==> config.mk <==
export PLATFORM = sky130hd
export DESIGN_NAME = pe_serializer
export DESIGN_NICKNAME = d
export VERILOG_FILES = /design/src/rtl/pe_serializer.sv
export SDC_FILE = /design/constraint.sdc
export NUM_CORES = 1
export LEC_CHECK = 0
export ABC_AREA = 1
export ABC_CLOCK_PERIOD_IN_PS = 11100
export CAP_MARGIN = 10
export CORE_MARGIN = 2
export CORE_UTILIZATION = 52
export DETAILED_ROUTE_END_ITERATION = 8
export PLACE_DENSITY_LB_ADDON = 0.15
export SYNTH_ARGS = -nofsm -noshare
export SYNTH_HDL_FRONTEND = slang
export SYNTH_SLANG_ARGS = --single-unit
export TNS_END_PERCENT = 100
==> constraint.sdc <==
create_clock -name clk -period 11.1 [get_ports clk]
set_clock_uncertainty 0.05 [all_clocks]
set_input_delay 1.11 -clock clk [delete_from_list [all_inputs] [get_ports clk]]
set_output_delay 1.11 -clock clk [all_outputs]
set_load 0.01 [all_outputs]
==> src/rtl/pe_serializer.sv <==
// Gathers one DATA_DEPTH-lane vector and streams the lanes selected by a mask,
// one per beat, tagged with their lane index and a last flag.
module pe_serializer #(
  parameter int DATA_WIDTH = 8,
  parameter int DATA_DEPTH = 33,
  parameter int SEL_WIDTH  = $clog2(DATA_DEPTH)
) (
  input  logic                  clk,
  input  logic                  rst,
  input  logic                  in_valid,
  output logic                  in_ready,
  input  logic [DATA_WIDTH-1:0] in_data [DATA_DEPTH-1:0],
  input  logic [DATA_DEPTH-1:0] in_mask,
  output logic                  out_valid,
  input  logic                  out_ready,
  output logic [DATA_WIDTH-1:0] out_data,
  output logic [SEL_WIDTH-1:0]  out_sel,
  output logic                  out_last,
  output logic                  busy
);

  // Handshake: a transfer happens on a rising edge where valid && ready;
  // valid never waits on ready, and data/sel/last hold while valid && !ready.
  localparam logic [0:0] IDLE = 1'b0;
  localparam logic [0:0] SEND = 1'b1;

  logic [0:0]            state_q;
  logic [SEL_WIDTH-1:0]  idx_q;
  logic [DATA_DEPTH-1:0] mask_q;
  logic [DATA_WIDTH-1:0] buf_q [DATA_DEPTH-1:0];

  logic [SEL_WIDTH-1:0]  first_idx;
  logic                  first_found;
  logic [SEL_WIDTH-1:0]  next_idx;
  logic                  next_found;

  // Lowest set bit of the offered mask; the search never leaves 0..DATA_DEPTH-1.
  always_comb begin
    first_idx   = '0;
    first_found = 1'b0;
    for (int i = DATA_DEPTH - 1; i >= 0; i--) begin
      if (in_mask[i]) begin
        first_idx   = SEL_WIDTH'(i);
        first_found = 1'b1;
      end
    end
  end

  // Next set bit strictly above the current lane; absence of one marks the last beat.
  always_comb begin
    next_idx   = '0;
    next_found = 1'b0;
    for (int i = DATA_DEPTH - 1; i >= 0; i--) begin
      if (mask_q[i] && (i > int'(idx_q))) begin
        next_idx   = SEL_WIDTH'(i);
        next_found = 1'b1;
      end
    end
  end

  always_ff @(posedge clk or posedge rst) begin
    if (rst) begin
      state_q <= IDLE;
      idx_q   <= '0;
      mask_q  <= '0;
      for (int i = 0; i < DATA_DEPTH; i++) begin
        buf_q[i] <= '0;
      end
    end else begin
      case (state_q)
        IDLE: begin
          if (in_valid) begin
            mask_q <= in_mask;
            for (int i = 0; i < DATA_DEPTH; i++) begin
              buf_q[i] <= in_data[i];
            end
            // An all-zero mask consumes the vector without producing beats.
            if (first_found) begin
              state_q <= SEND;
              idx_q   <= first_idx;
            end
          end
        end
        SEND: begin
          if (out_ready) begin
            if (next_found) begin
              idx_q <= next_idx;
            end else begin
              state_q <= IDLE;
            end
          end
        end
        default: state_q <= IDLE;
      endcase
    end
  end

  assign busy      = (state_q == SEND);
  assign in_ready  = (state_q == IDLE);
  assign out_valid = busy;
  assign out_data  = busy ? buf_q[idx_q] : '0;
  assign out_sel   = busy ? idx_q : '0;
  assign out_last  = busy && !next_found;

endmodule

==> reports/results.tsv, run 1 <==
stage	metric	value	unit
clock_tree	cts.sinks	303	
hold_path	hold_start	buf_q[106]$_DFFE_PP0P_	
layout	drive_above_1_share	3.903	%
sta	clock.fmax	0.1539	GHz
layout	nNetsFinal	2505	
clock_tree	cts_tree	built	
layout	final_util	68.70	%
logic_synthesis	yosys-top-cells-count	794 x nand2_1, 303 x dfrtp_1, 226 x o21ai_0, 190 x inv_1, 98 x clkbuf_1	
clock_tree	clk_latency	0.55	ns
setup_path	r2r_setup_slack	6.21	ns
pwr	p_leak	9.190	nW
clock_tree	htree_levels	1	
floorplan	rows	61	
setup_path	crit_type	flip-flop to primary output	
floorplan	die-area	29850	sq um
sta	slew_headroom	25.57	%
routing	firstDrtPassIters	6	
setup_path	cp-end-kind	primary output	
setup_path	worstPathRequired	9.94	ns
routing	num_vias	14140	
sta	hold_slack	0.4286	ns
logic_synthesis	ys_warn_count	0	
outcome	status	finished clean	
logic_synthesis	async_flop_share	100.0	%
setup_path	ff2ff_path_depth	14	
setup_path	r2r_end	idx_q[1]$_DFFE_PP0P_	
setup_path	arrival	5.34	ns
logic_synthesis	yosysTopAreaCellShare	51.18	%
logic_synthesis	ys_seq_area_share	51.18	%
clock_tree	clockBufferDepth	3	
clock_tree	clk_pin_slew_worst_paths	0.06	ns
layout	fin_area	19190	sq um
sta	rsz0062_at_grt	false	
placed_design	dp_hpwl	32910	um
hold_path	hold_end	buf_q[106]$_DFFE_PP0P_	
grt	grt_overflow	0	
placed_design	gp_congestion	0.9452	
routing	wl_per_cell	17.94	um
layout	syn_to_final_growth	29.54	%
grt	grt_pass1_vias	13960	
placed_design	io_buffers	318	
logic_synthesis	netlist_instances	1957	
grt	antenna_found_initial	1	
grt	grt_pass1_wl	75090	um
placed_design	place_area	18120	sq um
logic_synthesis	synthFlopType	dfrtp_1	
floorplan	dieWidth	172.8	um
pwr	switching_share	40.57	%
logic_synthesis	syn_nets	2258	
sta	setup-violations-final	0	
pwr	power.net_switching	2.089	mW
setup_path	critPathLaunchType	flip-flop	
pwr	pwr-share-comb	40.7	%
hold_path	hold_depth	2	
logic_synthesis	synthMostInstantiatedCell	nand2_1	
clock_tree	cts_resized	0	
logic_synthesis	synthTopCellsByArea	dfrtp_1 51%, nand2_1 20%, o21ai_0 7.6%	
logic_synthesis	synth_edf_count	0	
setup_path	worst-path-max-fanout	82	
floorplan	top_level_ports	319	
clock_tree	numCtsBuffers	31	
routing	via_per_inst	5.421	
hold_path	hold_path_class	flip-flop to flip-flop	
sta	hold_viol	0	
floorplan	core_area	27930	sq um
logic_synthesis	ys_seq_elements	303	
layout	fillerInstances	2350	
flow_run	max_cap_violations	0	
clock_tree	root_buffer	clkbuf_16	
floorplan	start_util	53.03	%
pwr	ir_drop	0.1500	mV
grt	grt_max_degree	239	
pwr	clkPwrFrac	21.0	%
sta	period_needed	6.500	ns
routing	first_iter_violations	1625	
setup_path	r2r_start	idx_q[1]$_DFFE_PP0P_	
logic_synthesis	yosysUniqueCellTypes	40	
routing	drcViolationCount	0	
sta	worst_slew_pin_slew	1.116	ns
routing	drtAntennaViolNets	0	
pwr	power_density	268.3	nW/um^2
sta	fin_tns_setup	0	ns
pwr	seq_power_share	38.2	%
pwr	intPower	3.060	mW
logic_synthesis	syn_area	14810	sq um
logic_synthesis	syn_avg_cell_area	7.570	sq um
clock_tree	hold_buffers	0	
floorplan	die_h	172.8	um
logic_synthesis	synth_top_area_cell	dfrtp_1	
grt	grtUsageTotal	31.37	%
routing	wirelength	46780	um
sta	fin_crit_sh	58.56	%
clock_tree	postCtsSetupBuffers	0	
sta	maxSlewViolCount	0	
-- final cells by class --
cell class	count	area (sq um)	share of cell area (%)
clock inverters	10	135.1	0.7042
clock buffers	48	929.6	4.844
multi-input cells	1338	6015	31.34
flip-flops and latches	303	7586	39.53
well taps	378	473.0	2.465
repair buffers	328	3271	17.04
diodes	1	2.502	0.01304
inverters	202	778.2	4.056
-- how the worst max path moves through the flow --
stage | from | to | slack [ns]
2_1_floorplan | rst | buf_q[0]$_DFFE_PP0P_ | 1.57
3_3_place_gp | idx_q[1]$_DFFE_PP0P_ | out_last | 5.35
3_5_place_dp | idx_q[1]$_DFFE_PP0P_ | out_last | 5.24
4_1_cts | idx_q[1]$_DFFE_PP0P_ | out_last | 4.62
5_1_grt | idx_q[1]$_DFFE_PP0P_ | out_last | 4.19
6_report | idx_q[1]$_DFFE_PP0P_ | out_last | 4.60
-- registers in the layout, indices dropped and copies added, names as in the netlist --
register and flops:
buf_q 264, mask_q 32, idx_q 6, busy 1
-- critical path, stage by stage (launching register included) --
cell and delay (ns):
dfrtp_4 1.08, nand2_2 0.84, inv_1 1.11, o21ai_0 0.22, nand2_1 0.13, nand2_1 0.08, nor2_1 0.20, nand2_1 0.10
nor2_1 0.20, nand2_1 0.11, nor2_2 0.14, clkdlybuf4s50_1 0.57
-- through the flow --
step / setup WS (ns) / power, mW / instances
after floorplan: 1.566 / 3.260 / 1957
after global routing: 4.187 / 5.513 / 2608
after detailed placement: 5.237 / 4.039 / 2549
final: 4.600 / 5.149 / 2608
after CTS: 4.623 / 5.138 / 2607
after global placement: 5.352 / 3.981 / 2549
-- kinds of logic after synthesis --
group | share of synthesized area [%]
buf+inv | 8.285
simple gates | 25.24
compound gates | 15.30
flops | 51.18
-- placed cells by master (no fill, tap or decap), drive strengths merged --
cell type        n
a21boi           1
inv            201
nor3             7
dfrtp          303
clkinv           7
a22oi            2
o21ai          230
a2111oi          1
nor4             3
a22o             6
o311ai           3
o31ai            3
a21oi           51
o211ai          28
a41oi            1
o22ai            1
nand2          797
nand4            8
bufinv           3
o21bai           1
clkbuf          48
clkdlybuf4s50  318
o221ai          37
diode            1
nor3b            1
nor2            74
clkinvlp         1
a31oi           13
o21a             1
a221oi           8
nand3           61
buf             10
-- power groups by stage --
| stage | Combinational [mW] | Clock [mW] | Sequential (mW) |
|---|---|---|---|
| after floorplan | 1.46 | 0 | 1.80 |
| after global placement | 2.01 | 0 | 1.97 |
| after detailed placement | 2.06 | 0 | 1.97 |
| after CTS | 2.09 | 1.09 | 1.96 |
| after global routing | 2.35 | 1.14 | 2.02 |
| final | 2.10 | 1.08 | 1.97 |
-- per-layer routing --
layer	routed length (um)	up-vias	part of all wire (%)	track usage (%)
met5	0	-	0	0
met2	22160	581	47	51.14
met3	3416	73	7.3	4.793
met4	1413	0	3.0	9.640
li1	-	6766	-	-
met1	19790	6718	42	43.66
(Power assumes the default switching activity.)
==> run 2, diff against run 1 <==
--- a/config.mk
+++ b/config.mk
@@ -6,10 +6,10 @@
 export NUM_CORES = 1
 export LEC_CHECK = 0
 export ABC_AREA = 1
-export ABC_CLOCK_PERIOD_IN_PS = 11100
+export ABC_CLOCK_PERIOD_IN_PS = 5900
 export CAP_MARGIN = 10
 export CORE_MARGIN = 2
-export CORE_UTILIZATION = 52
+export CORE_UTILIZATION = 47
 export DETAILED_ROUTE_END_ITERATION = 8
 export PLACE_DENSITY_LB_ADDON = 0.15
 export SYNTH_ARGS = -nofsm -noshare
==> constraint.sdc (replaced) <==
create_clock -name clk -period 5.9 [get_ports clk]
set_clock_uncertainty 0.05 [all_clocks]
set_input_delay 0.59 -clock clk [delete_from_list [all_inputs] [get_ports clk]]
set_output_delay 0.59 -clock clk [all_outputs]
set_load 0.01 [all_outputs]
==> reports/results.tsv, run 2 (synthesized netlist as in run 1, its figures left out) <==
stage	metric	value	unit	change
outcome	status	finished clean		
placed_design	gp_congestion	0.9327		-1.3%
clock_tree	cts.sinks	303		unchanged
layout	nNetsFinal	2509		+0.16%
clock_tree	numCtsBuffers	31		unchanged
setup_path	critPathMostFrequentCell	nand2_1		
routing	firstDrtPassIters	5		-1
routing	first_iter_violations	1270		-22%
setup_path	arrival	4.01	ns	-1.33 ns
sta	hold_viol	0		unchanged
sta	clock.fmax	0.2150	GHz	
routing	drtAntennaViolNets	0		unchanged
setup_path	critPathBufInv	3		+1
routing	wl_per_cell	18.22	um	+1.6%
sta	period_needed	4.652	ns	
clock_tree	clockBufferDepth	3		unchanged
grt	grtUsageMet3	5.054	%	+0.26 points
setup_path	cp_top_family	buffers and inverters		
layout	syn_to_final_growth	30.32	%	
floorplan	die_h	181.5	um	+5.1%
setup_path	worst-path-max-fanout	47		-43%
layout	n_antenna_cell	0		-1
pwr	power_density	510.4	nW/um^2	+90%
clock_tree	clk_pin_slew_worst_paths	0.06	ns	about the same
layout	reg_top3	buf_q x264, mask_q x32, idx_q x6		
clock_tree	hold_buffers	0		unchanged
grt	grt_max_degree	193		-19%
grt	met1_usage	39.44	%	-4.2 points
layout	largest_register_ff_count	264		unchanged
layout	multi_input_area	6015	sq um	unchanged
placed_design	io_buffers	318		unchanged
setup_path	worstPathRequired	5.26	ns	-4.68 ns
sta	worst_slew_pin_slew	1.115	ns	-0.001300 ns
sta	slew_headroom	25.66	%	+0.087 points
floorplan	start_util	47.31	%	-5.7 points
grt	antenna_found_initial	0		-1
sta	setup-violations-final	0		unchanged
layout	mostFrequentLayoutCell	nand2_1		
routing	num_vias	14110		-0.22%
pwr	finalPower	9.853	mW	+91%
layout	drive_above_1_share	4.344	%	+0.44 points
hold_path	hold_path_class	input port to async pin		
setup_path	slowest_delay	0.82	ns	-0.29 ns
grt	grt_pass1_vias	14130		+1.2%
floorplan	dieWidth	181.5	um	+5.1%
grt	grt_pass1_wl	76400	um	+1.7%
clock_tree	clk_latency	0.56	ns	about the same
routing	wirelength	48000	um	+2.6%
placed_design	post-place-ws	1.894	ns	-3.343 ns
grt	grtUsageTotal	29.29	%	-2.1 points
sta	fin_tns_setup	0	ns	unchanged
clock_tree	cts_tree	built		
sta	rsz0062_at_grt	false		
pwr	p_leak	9.232	nW	+0.46%
clock_tree	cts_resized	0		unchanged
floorplan	die-area	32960	sq um	+10%
grt	gr-max-usage-layer	met2		
floorplan	core_area	31310	sq um	+12%
pwr	ir_drop	0.2650	mV	+77%
floorplan	rows	65		+6.6%
layout	top_register	buf_q		
setup_path	crit_chain	nand2_2 > inv_1 > buf_4 > o21ai_0 > nand2_1 > nand2_1 > nor2_1 > nand2_1 > nor2_1 > nand2_1 > nor2_2 > clkdlybuf4s50_1		
grt	use_met2	46.94	%	-4.2 points
placed_design	dp_hpwl	33670	um	+2.3%
setup_path	crit_type	flip-flop to primary output		
grt	grt_overflow	0		unchanged
sta	setup_ws	1.248	ns	-3.352 ns
layout	final_util	61.66	%	-7.0 points
routing	drcViolationCount	0		unchanged
setup_path	crit_path_top_delay_cell	dfrtp_4		
clock_tree	htree_levels	1		unchanged
layout	fillerInstances	2825		+20%
routing	via_per_inst	5.354		-1.2%
sta	fin_crit_sh	78.85	%	
layout	register_area	7586	sq um	unchanged
layout	layout_common_cells	792 x nand2_1, 318 x clkdlybuf4s50_1, 302 x dfrtp_1, 226 x o21ai_0, 188 x inv_1		
flow_run	max_cap_violations	0		unchanged
clock_tree	root_buffer	clkbuf_16		
floorplan	top_level_ports	319		unchanged
setup_path	cp-end-kind	primary output		
clock_tree	postCtsSetupBuffers	0		unchanged
setup_path	critPathLaunchType	flip-flop		
sta	maxSlewViolCount	0		unchanged
## run 2: cell count changes in the layout (fill, tap and decap cells not counted), sizes merged, moves of 4 or more
| cell | delta |
|---|---|
| buf | +4 |
| bufinv | +4 |
| clkbuf | -12 |
| clkinv | +5 |
| clkinvlp | +4 |
## run 2: layer usage
metal | share of wire [%] | wire (um)
met1 | 43 | 20500
met2 | 45 | 21780
met3 | 7.4 | 3555
met4 | 4.5 | 2174
met5 | 0 | 0
## run 2: power by group
group / internal, mW / total (mW) / switching [mW]
registers: 3.04 / 3.59 / 0.547
logic: 1.51 / 4.10 / 2.59
clock network: 1.31 / 2.16 / 0.855
## run 2: area by class of cell
class	count	area share, %
clock buffer	36	4.271
clock inverter	22	1.568
inverter	202	4.012
multi-input combinational	1338	31.15
sequential	303	39.29
tap	402	2.605
timing repair buffer	332	17.10
## run 2: worst register-to-register path: cells and delay by family (launching register included)
kind / cells / cell delay (ns)
buf+inv: 2 / 0.97
simple gates: 26 / 1.51
flops: 1 / 0.82
compound gates: 2 / 0.18
## run 2: final timing paths
check,start,to,slack [ns],cells past startpoint
min in group clk,buf_q[106]$_DFFE_PP0P_,buf_q[106]$_DFFE_PP0P_,0.43,2
worst min-delay path,rst,buf_q[190]$_DFFE_PP0P_,0.42,2
worst max register to register,idx_q[1]$_DFFE_PP0P_,idx_q[0]$_DFFE_PP0P_,2.27,30
worst max-delay path,idx_q[1]$_DFFE_PP0P_,out_last,1.25,12
max in group asynchronous,rst,idx_q[1]$_DFFE_PP0P_,3.97,3
worst min register to register,buf_q[106]$_DFFE_PP0P_,buf_q[106]$_DFFE_PP0P_,0.43,2
## run 2: stage by stage
step	instances	area, sq um	hold slack, ns
2_1_floorplan	1957	14820	0.3936
3_3_place_gp	2577	18180	0.4073
3_5_place_dp	2577	18180	0.4108
4_1_cts	2635	19310	0.4240
5_1_grt	2635	19310	0.4433
6_report	2635	19310	0.4236
==> run 3, diff against run 2 <==
--- a/config.mk
+++ b/config.mk
@@ -6,7 +6,7 @@
 export NUM_CORES = 1
 export LEC_CHECK = 0
 export ABC_AREA = 1
-export ABC_CLOCK_PERIOD_IN_PS = 5900
+export ABC_CLOCK_PERIOD_IN_PS = 4250
 export CAP_MARGIN = 10
 export CORE_MARGIN = 2
 export CORE_UTILIZATION = 47
==> constraint.sdc (replaced) <==
create_clock -name clk -period 4.25 [get_ports clk]
set_clock_uncertainty 0.05 [all_clocks]
set_input_delay 0.425 -clock clk [delete_from_list [all_inputs] [get_ports clk]]
set_output_delay 0.425 -clock clk [all_outputs]
set_load 0.01 [all_outputs]
==> reports/results.tsv, run 3 (synthesized netlist as in run 1, its figures left out) <==
stage	metric	value	unit	change
grt	grt_pass1_wl	75840	um	-0.73%
setup_path	critPathLaunchType	flip-flop		
routing	firstDrtPassIters	6		+1
floorplan	start_util	47.31	%	unchanged
routing	wirelength	48480	um	+1.0%
clock_tree	numCtsBuffers	34		+9.7%
placed_design	post-place-ws	0.7065	ns	-1.187 ns
sta	slew_headroom	36.65	%	+11 points
routing	via_per_inst	5.328		-0.49%
layout	drive_above_1_share	4.424	%	+0.080 points
layout	layout_common_cells	792 x nand2_1, 318 x clkdlybuf4s50_1, 300 x dfrtp_1, 226 x o21ai_0, 187 x inv_1		
hold_path	hold_path_class	input port to async pin		
floorplan	dieWidth	181.5	um	unchanged
floorplan	rows	65		unchanged
pwr	ir_drop	0.3128	mV	+18%
sta	clock.fmax	0.2442	GHz	
layout	top_register	buf_q		
setup_path	crit_type	flip-flop to primary output		
setup_path	cp-end-kind	primary output		
setup_path	worst-path-max-fanout	35		-26%
layout	fillerInstances	2801		-0.85%
placed_design	gp_congestion	0.9010		-3.4%
grt	grt_max_degree	249		+29%
sta	maxSlewViolCount	0		unchanged
routing	first_iter_violations	1267		-0.24%
grt	grt_overflow	0		unchanged
layout	nNetsFinal	2517		+0.32%
sta	worst_slew_pin_slew	0.9502	ns	-0.1649 ns
pwr	power_density	708.4	nW/um^2	+39%
clock_tree	cts.sinks	303		unchanged
sta	period_needed	4.095	ns	
routing	num_vias	14070		-0.26%
floorplan	core_area	31310	sq um	unchanged
pwr	finalPower	13.73	mW	+39%
pwr	p_leak	9.260	nW	+0.31%
placed_design	placed_cells	2581		+0.16%
sta	fin_crit_sh	96.35	%	
clock_tree	hold_buffers	0		unchanged
placed_design	io_buffers	318		unchanged
clock_tree	root_buffer	clkbuf_16		
layout	syn_to_final_growth	30.82	%	
flow_run	max_cap_violations	0		unchanged
clock_tree	cts_tree	built		
clock_tree	clockBufferDepth	3		unchanged
layout	register_area	7589	sq um	about the same
grt	grt_pass1_vias	13870		-1.8%
grt	antenna_found_initial	1		+1
setup_path	arrival	3.62	ns	-0.39 ns
floorplan	die-area	32960	sq um	unchanged
routing	drtAntennaViolNets	0		unchanged
placed_design	dp_hpwl	34520	um	+2.5%
layout	largest_register_ff_count	264		unchanged
sta	hold_viol	0		unchanged
setup_path	worstPathRequired	3.77	ns	-1.49 ns
floorplan	die_h	181.5	um	unchanged
layout	final_cells	2641		+0.23%
layout	multi_input_area	6027	sq um	+0.21%
floorplan	top_level_ports	319		unchanged
layout	mostFrequentLayoutCell	nand2_1		
routing	wl_per_cell	18.36	um	+0.77%
clock_tree	clk_latency	0.53	ns	-0.03 ns
sta	rsz0062_at_grt	false		
layout	reg_top3	buf_q x264, mask_q x32, idx_q x6		
grt	grtUsageTotal	29.39	%	+0.10 points
outcome	status	finished clean		
routing	drcViolationCount	0		unchanged
sta	setup-violations-final	0		unchanged
sta	setup_ws	0.1552	ns	-1.093 ns
clock_tree	clk_pin_slew_worst_paths	0.06	ns	about the same
clock_tree	htree_levels	2		+1
run 3: per-layer routing:
metal  share of wire [%]  GRT usage [%]  vias up
met5                   0              0        -
met4                 3.9          11.38        0
met3                 6.5          4.573      107
met2                  46          47.16      534
met1                  44          40.37     6644
li1                    -              -     6785
run 3: cell type report:
| cell class | count | area share [%] |
|---|---|---|
| inverters | 202 | 3.996 |
| repair buffers | 337 | 17.50 |
| well taps | 402 | 2.595 |
| diodes | 1 | 0.01291 |
| multi-input cells | 1338 | 31.10 |
| clock buffers | 51 | 5.081 |
| flip-flops and latches | 303 | 39.16 |
| clock inverters | 7 | 0.5552 |
run 3: timing repair:
action	in CTS	in global routing
gates resized for setup	0	5
endpoints found under the setup margin	0	3
buffers inserted	0	1
run 3: worst max-delay path, stage by stage (launching register included):
cell and delay [ns]:
dfrtp_1 0.40, buf_4 0.25, nand2_2 0.17, buf_4 0.41, o221ai_1 0.17, a22o_1 0.21, a221oi_1 0.52, o221ai_1 0.22
nand2_1 0.17, inv_1 0.06, clkdlybuf4s50_1 0.48
run 3: path summary, 6_finish.rpt:
check,slack [ns],startpoint,end,cells past startpoint
max in group asynchronous,2.80,rst,idx_q[3]$_DFFE_PP0P_,3
max reg2reg,0.93,busy$_DFF_PP0_,buf_q[147]$_DFFE_PP0P_,6
min in group clk,0.37,in_data[56],buf_q[56]$_DFFE_PP0P_,3
max,0.16,idx_q[0]$_DFFE_PP0P_,out_data[1],10
min reg2reg,0.42,buf_q[108]$_DFFE_PP0P_,buf_q[108]$_DFFE_PP0P_,2
min,0.28,rst,buf_q[166]$_DFFE_PP0P_,2
run 3: where the power goes:
part | switching (mW) | total, mW | internal [mW] | leakage (nW)
logic | 3.70 | 5.86 | 2.16 | 4.97
clock network | 1.20 | 2.88 | 1.67 | 0.532
registers | 0.755 | 4.99 | 4.23 | 3.76
total | 5.65 | 13.7 | 8.07 | 9.26
run 3: metrics by stage:
stage	TNS [ns]	util (%)	hold slack, ns	instance area, sq um
floorplan	-76.97	-	0.3936	14820
global placement	0	58.31	0.4078	18260
detailed placement	0	58.31	0.4096	18260
CTS	0	61.80	0.2822	19350
global route	0	61.89	0.3472	19380
finish	0	61.89	0.2785	19380
